==> src/rtl/tmul_pkg.sv <==
// Shared constants and row/column types for the tile multiplier
// datapath and its result drain.
package tmul_pkg;

  localparam int TMUL_N       = 8;
  localparam int TMUL_W       = 64;
  localparam int TMUL_LATENCY = 8;

  typedef logic [TMUL_W-1:0] tmul_col_t;
  typedef tmul_col_t [TMUL_N-1:0] tmul_row_t;

endpackage

==> src/rtl/tmul_row_fifo.sv <==
// Row buffer between multiplier capture and the column serializer.
// Head is read combinationally; push and pop may coincide at any fill.
module tmul_row_fifo
  import tmul_pkg::*;
#(
  parameter int  DEPTH = 4,
  parameter type T     = tmul_row_t
) (
  input  logic                       clk,
  input  logic                       rst,
  input  logic                       push,
  input  logic                       pop,
  input  T                           wdata,
  output T                           head,
  output logic                       empty,
  output logic                       full,
  output logic [$clog2(DEPTH+1)-1:0] cnt
);

  localparam int AW   = $clog2(DEPTH);
  localparam int CNTW = $clog2(DEPTH+1);

  T                mem_q [DEPTH];
  logic [AW-1:0]   wr_q;
  logic [AW-1:0]   rd_q;
  logic [CNTW-1:0] cnt_q;
  logic [CNTW-1:0] cnt_d;
  logic            rd_en;

  assign empty = (cnt_q == '0);
  assign full  = (cnt_q == CNTW'(DEPTH));
  assign rd_en = pop & ~empty;
  assign head  = mem_q[rd_q];
  assign cnt   = cnt_q;

  always_comb begin
    cnt_d = cnt_q;
    unique case ({push, rd_en})
      2'b10:   cnt_d = cnt_q + CNTW'(1);
      2'b01:   cnt_d = cnt_q - CNTW'(1);
      default: ;
    endcase
  end

  always_ff @(posedge clk or negedge rst) begin
    if (!rst) begin
      for (int i = 0; i < DEPTH; i++) begin
        mem_q[i] <= '0;
      end
      wr_q  <= '0;
      rd_q  <= '0;
      cnt_q <= '0;
    end else begin
      if (push) begin
        mem_q[wr_q] <= wdata;
        wr_q        <= wr_q + AW'(1);
      end
      if (rd_en) begin
        rd_q <= rd_q + AW'(1);
      end
      cnt_q <= cnt_d;
    end
  end

endmodule

==> src/rtl/tmul_result_drain.sv <==
// Captures multiplier result rows, buffers them and streams them out
// one column per beat; issue credits keep the row buffer from overflowing.
module tmul_result_drain
  import tmul_pkg::*;
#(
  parameter int N       = TMUL_N,
  parameter int W       = TMUL_W,
  parameter int LATENCY = TMUL_LATENCY,
  parameter int DEPTH   = 4
) (
  input  logic                  clk,
  input  logic                  rst,
  input  logic                  issue_valid,
  output logic                  issue_ready,
  input  logic [N-1:0][W-1:0]   c_in,
  output logic                  out_valid,
  input  logic                  out_ready,
  output logic [W-1:0]          out_data,
  output logic [$clog2(N)-1:0]  out_col,
  output logic                  out_last
);

  localparam int CW  = $clog2(N);
  localparam int CRW = $clog2(DEPTH+1);
  localparam logic [CW-1:0] LAST_COL = CW'(N-1);

  typedef logic [N-1:0][W-1:0] row_t;
  typedef enum logic {S_IDLE, S_SEND} state_e;

  state_e             st_q, st_d;
  logic [CW-1:0]      col_q, col_d;
  logic [CRW-1:0]     cred_q, cred_d;
  logic [LATENCY-1:0] vld_q, vld_d;
  logic               issue_hs;
  logic               beat_hs;
  logic               last_hs;
  logic               push;
  logic               fifo_empty;
  logic               fifo_full;
  logic [CRW-1:0]     fifo_cnt;
  row_t               head;

  assign issue_ready = (cred_q < CRW'(DEPTH));
  assign issue_hs    = issue_valid & issue_ready;
  assign beat_hs     = (st_q == S_SEND) & out_ready;
  assign last_hs     = beat_hs & (col_q == LAST_COL);
  // Credits already bound occupancy; the full check is a safety net.
  assign push        = vld_q[LATENCY-1] & (~fifo_full | last_hs);
  assign vld_d       = LATENCY'({vld_q, issue_hs});

  tmul_row_fifo #(
    .DEPTH (DEPTH),
    .T     (row_t)
  ) u_fifo (
    .clk   (clk),
    .rst   (rst),
    .push  (push),
    .pop   (last_hs),
    .wdata (c_in),
    .head  (head),
    .empty (fifo_empty),
    .full  (fifo_full),
    .cnt   (fifo_cnt)
  );

  always_comb begin
    cred_d = cred_q;
    unique case ({issue_hs, last_hs})
      2'b10:   cred_d = cred_q + CRW'(1);
      2'b01:   cred_d = cred_q - CRW'(1);
      default: ;
    endcase
  end

  // Looking at push lets a row leave the cycle after capture.
  always_comb begin
    st_d      = st_q;
    col_d     = col_q;
    out_valid = 1'b0;
    out_data  = '0;
    out_col   = '0;
    out_last  = 1'b0;
    unique case (st_q)
      S_IDLE: begin
        col_d = '0;
        if (!fifo_empty || push) begin
          st_d = S_SEND;
        end
      end
      S_SEND: begin
        out_valid = 1'b1;
        out_data  = head[col_q];
        out_col   = col_q;
        out_last  = (col_q == LAST_COL);
        if (beat_hs) begin
          if (col_q != LAST_COL) begin
            col_d = col_q + CW'(1);
          end else begin
            col_d = '0;
            if (fifo_cnt == CRW'(1) && !push) begin
              st_d = S_IDLE;
            end
          end
        end
      end
      default: st_d = S_IDLE;
    endcase
  end

  always_ff @(posedge clk or negedge rst) begin
    if (!rst) begin
      st_q   <= S_IDLE;
      col_q  <= '0;
      cred_q <= '0;
      vld_q  <= '0;
    end else begin
      st_q   <= st_d;
      col_q  <= col_d;
      cred_q <= cred_d;
      vld_q  <= vld_d;
    end
  end

endmodule

==> config.mk <==
export PLATFORM = sky130hd
export DESIGN_NAME = tmul_result_drain
export DESIGN_NICKNAME = d
export VERILOG_FILES = /design/src/rtl/tmul_pkg.sv /design/src/rtl/tmul_row_fifo.sv /design/src/rtl/tmul_result_drain.sv
export SDC_FILE = /design/constraint.sdc
export NUM_CORES = 2
export LEC_CHECK = 0
export ABC_AREA = 0
export BUFFER_PORTS_ARGS = -buffer_cell sky130_fd_sc_hd__clkbuf_2
export CAP_MARGIN = 15
export CORE_UTILIZATION = 54
export DETAILED_ROUTE_END_ITERATION = 12
export PLACE_DENSITY = 0.81
export REMOVE_ABC_BUFFERS = 1
export SYNTH_ARGS = -nofsm -noshare
export SYNTH_HDL_FRONTEND = slang
export SYNTH_SLANG_ARGS = --single-unit
==> constraint.sdc <==
create_clock -name clk -period 2.74 [get_ports clk]
set_input_delay 0.411 -clock clk [delete_from_list [all_inputs] [get_ports clk]]
set_output_delay 0.411 -clock clk [all_outputs]
set_load 0.03 [all_outputs]
== Word level (Yosys, flattened, before mapping) ==
Index checks and enable logic that the tools add are counted.
W data, S select, Z words.
Storage, ports and cells
  flip-flop bits (word level): 2070
  output and inout bits: 70
  word-level logic and storage cells: 101
  input bits: 516
Cells by class
  mux-type cells: 22
  equal/unequal tests: 9
  bitwise gates (word level): 11
  magnitude comparators: 5
  reductions and logical operators: 8
  add/sub/neg operators: 7
Operators with widths (number)
  $bwmux W2048: 1
  $mux W512: 3
  $bmux W512 S2: 1
  $demux W512 S2: 1
  $bmux W64 S3: 1
  $mux W64: 2
  $pmux W3 S2: 3
  $add A3 B1 Y3 const B: 3
  $mux W3: 3
  $eq A3 B3 Y1 const B: 2
  $ge A3 B3 Y1 const B: 2
  $mux W1: 6
  $not A2 Y3: 2
  $sub A3 B1 Y3 const B: 2
  $and A1 B1 Y1: 5
  $add A2 B1 Y2 const B: 2
  $eq A2 B1 Y1 const B: 2
  $eq A2 B2 Y1 const B: 2
  $lt A3 B4 Y1 const B: 1
  $reduce_bool A2 Y1: 2
  $eq A3 B1 Y1 const B: 1
  $logic_not A3 Y1: 1
  $lt A3 B1 Y1 const B: 1
  $lt A3 B3 Y1 const B: 1
  8 further kinds: 12

== Longest topological paths before layout ==
  word-level depth: 10
  depth in mapped cells: 10
  gate-level depth less buffers: 10

== Modules after synthesis ==
Synthesis repeated with hierarchy kept, for this count alone.
Second synthesis, totals
  cells, all modules: 5482
  area, all modules: 94302.9 µm²
Modules (own cells, without submodules)
  tmul_row_fifo: area each 89583.4 µm², times used 1, seq. area each 51424.3 µm², cells each 4984
  tmul_result_drain: area each 4719.5 µm², times used 1, seq. area each 375.4 µm², cells each 498

== Worst setup path before layout ==
OpenSTA, ideal clock, no wires.
  path kind: reg-to-output
  from: register col_q[1]
  to: output port out_data[53]
  required time: 2.329 ns
  arrival time: 2.430 ns
  stages on the path, launching flop included: 8
  buffers on the path: 4
  slack: -0.101 ns
  cell sequence: dfrtp_1 -> buf_2 -> buf_2 -> nand3b_1 -> clkbuf_1 -> clkbuf_1 -> o22ai_1 -> nor4_1
Between the ends
  cells in the longest elaborated chain, start to end: 3
Ends and longest elaborated chain
  from (decl): RTL line tmul_result_drain.sv:31  | logic [CW-1:0] col_q, col_d;
  from (signal assigned): RTL line tmul_result_drain.sv:118  | col_q <= col_d;
  $bmux W64 S3: RTL line tmul_result_drain.sv:92  | out_data = head[col_q];
  $mux W64 (not written as such): RTL line tmul_result_drain.sv:92
  $mux W64: RTL line tmul_result_drain.sv:83  | unique case (st_q)
  to (decl): RTL line tmul_result_drain.sv:18  | output logic [W-1:0] out_data,
No other way between the ends. The select of a mux whose other input is x is not followed.

== Worst setup path in the final report ==
  from: register u_fifo.rd_q[0]
  to: output port out_data[63]
Between the ends
  cells in the longest elaborated chain, start to end: 7
Ends and longest elaborated chain
  from (decl): RTL line tmul_row_fifo.sv:25  | logic [AW-1:0] rd_q;
  from (signal assigned): RTL line tmul_row_fifo.sv:59  | rd_q <= rd_q + AW'(1);
  $not A2 Y3 (not written as such): RTL line tmul_row_fifo.sv:33  | assign head = mem_q[rd_q];
  $bmux W512 S2: RTL line tmul_row_fifo.sv:33
  $mux W512 (not written as such) (2 in series): RTL line tmul_row_fifo.sv:33
  $bmux W64 S3: RTL line tmul_result_drain.sv:92
  $mux W64 (not written as such): RTL line tmul_result_drain.sv:92
  $mux W64: RTL line tmul_result_drain.sv:83
No other way between the ends. The select of a mux whose other input is x is not followed.

==> run metrics <==
status finished with violations; violated checks setup timing; Layout area overhead 27.61%; fin worst setup slack -1079 ps; H-tree Lvls 4; DRC viols 0; worst skew pair latency 860 ps; post-route clock period utilization 139.4%; Final Core Density 69.53%; register area share after synthesis 56.04%; PD cells 1247 nW/um^2; Levels on crit path 8; Sw Ratio 35.99%; drt pass-1 iters 8; Worst-Margin Slew 665.2 ps; DR vias/cell 6.482; largest net degree at the start of global routing 107; Max-slew headroom 54.38%; I/O Buffers 585; Max IR drop VDD 0.001357 V; design internal power 0.09412 W; Syn Std Cell Area 92,430 sq um; most common cell after layout, fill and taps aside dfrtp_1; Syn Inst Count 6,112; GRT overflow 0; asr flop ratio synth 100.0%; Critical Path End Type output pin; Initial DRC Count 6,083; number of synthesized register bits 2,070; leakage 56.50 nW; core area 169,700 sq um; maximum clock frequency 261.9 MHz; Total Routed Length 303,100 um; most used cell, CP buf_12; clk_skew 34.25 ps; post-DP HPWL 163,800 um; total track usage 32.04%; final setup violation count 64; CP max stage cell dfrtp_4; most frequent cells in the layout dfrtp_1, mux2_2, mux2i_1, clkbuf_2, dlygate4sd3_1; Root Buffer clkbuf_16; via count 64.52k; RSZ-0062 raised after global routing true; Initial Utilization 54.48%; number of global-route vias before repair 67.94k; Psw 0.05293 W; first-pass GRT wire length 422,900 um; CP cell instances buf_12 -> nor4bb_4 -> buf_12 -> buf_16 -> a22oi_1 -> nand4_1 -> nor4_4 -> clkbuf_8; post-layout min period 3819 ps; Worst EP required 2330 ps; Final Wtd Congestion 0.8175; CTS Sinks 2,070; final cell count without fillers 9,953; # IOs 586; critical path class reg2out; max-slew violation count 0; Hold Crit Class in2async; dpl cells 8,828; layout cells sized above 1 51.05%; crit-path max cell delay 520 ps; Clock power frac 20.3%; CP max FO 14; Buf/Inv on CP 4; Fin. Hold Viols 0; CP Launch Type flip-flop; post-synth cell types 36; CTS tree done; TritonCTS buffer count 208; CP Data Arrival Time 3410 ps; std cell rows 151; initial antenna violation count 97; number of max-cap violations 0; Synth Flop Type dfrtp_1; Avg WL per Cell 30.45 um; die area 172,800 sq um; Post-DRT Antenna Nets 0; Mapped Avg Cell Area 15.12 sq um; Net count, final 7,993; EDFF count, synth 0; CTS clk-pin slew, worst paths 60 ps; Die Height 415.7 um; Logic pwr share 44.4%; sequential share of power 35.3%; Synth Warn # 0; deepest clock path buffer count 3; reg2reg path depth 10; die width 415.7 um; Top Family by Delay on Critical Path simple AND/OR/NAND/NOR gates
-- cells by family after synthesis --
family,Yosys count,synth area share [%]
xor+xnor,9,0.08528
buf+inv,459,2.284
simple gates,227,1.371
fa+ha+maj,13,0.1841
mux,2882,36.62
compound gates,452,3.414
flops,2070,56.04
-- registers in the layout, summed over array words and instances, names as in the netlist --
signal        flops
u_fifo.wr_q       2
st_q              1
col_q             3
u_fifo.mem_q   2048
u_fifo.rd_q       2
vld_q             8
cred_q            3
u_fifo.cnt        3
-- stage by stage --
stage / instance area, sq um / total power, W / TNS [ps] / hold slack [ps] / setup slack, ps
finish: 118000 / 0.1471 / -47010 / 100.6 / -1079
global route: 117900 / 0.1516 / -50340 / 112.0 / -1068
CTS: 115800 / 0.1390 / -46670 / 81.68 / -826.5
detailed placement: 101300 / 0.1036 / -674.0 / 334.7 / -141.7
global placement: 101300 / 0.1010 / -676.8 / 336.9 / -189.6
floorplan: 90370 / 0.08234 / - / 115.4 / -24860
-- layer usage --
metal  vias up  routed length, um  global-route usage [%]  share of wire [%]
li1      25750                  -                       -                  -
met1     33660             110500                   39.09                 36
met2      3719             146800                   52.92                 48
met3      1383              22490                   5.539                7.4
met4        10              23270                   20.33                7.7
met5         -                 62                       0              0.020
-- layout make-up --
type,count,area (sq um)
Antenna cell,98,245.2
Clock buffer,319,6182
Clock inverter,64,963.4
Fill cell,10080,51700
Inverter,13,48.80
Multi-Input combinational cell,3583,40020
Sequential cell,2070,51810
Tap cell,2218,2775
Timing Repair Buffer,1588,15910
-- power groups by stage --
stage / Combinational, W / Sequential (W) / Clock, W
CTS: 0.0588 / 0.0504 / 0.0297
global placement: 0.0512 / 0.0498 / 0
detailed placement: 0.0528 / 0.0508 / 0
floorplan: 0.0334 / 0.0489 / 0
global route: 0.0677 / 0.0527 / 0.0312
finish: 0.0653 / 0.0519 / 0.0299
-- worst paths after layout --
check	slack, ps	from	to
max	-1080	u_fifo.rd_q[0]$_DFFE_PN0P_	out_data[63]
min	100	rst	u_fifo.mem_q[1520]$_DFFE_PN0P_
max reg2reg	140	col_q[1]$_DFFE_PN0P_	u_fifo.mem_q[1670]$_DFFE_PN0P_
min reg2reg	350	vld_q[2]$_DFF_PN0_	vld_q[3]$_DFF_PN0_
max in group asynchronous	1490	rst	u_fifo.mem_q[1398]$_DFFE_PN0P_
min in group clk	350	vld_q[2]$_DFF_PN0_	vld_q[3]$_DFF_PN0_
-- cell usage after synthesis (5+ instances only) --
cell | instances | area [sq um]
inv_1 | 13 | 48.80
a21oi_1 | 65 | 325.3
mux2i_1 | 638 | 6386
nand2_1 | 5 | 18.77
nor2_1 | 67 | 251.5
mux2_2 | 2049 | 23070
buf_1 | 23 | 86.33
nor2b_1 | 6 | 37.54
nor4_1 | 63 | 394.1
xnor2_1 | 7 | 61.31
buf_2 | 307 | 1536
mux4_2 | 195 | 4392
and2_1 | 5 | 31.28
a22oi_1 | 317 | 2380
clkbuf_1 | 115 | 431.7
o22ai_1 | 64 | 400.4
nand4_1 | 63 | 394.1
ha_1 | 12 | 150.1
dfrtp_1 | 2070 | 51800
-- what timing repair did --
item                                    in CTS  in global routing
buffers inserted                            36                 45
cloned                                      23                 29
endpoints found under the setup margin      64                236
hold endpoints to repair                  2575                  0
resized for setup                          288                236
hold buffers                               515                  0
pin swaps                                  113                 84
Power figures use the tool's default switching activity.
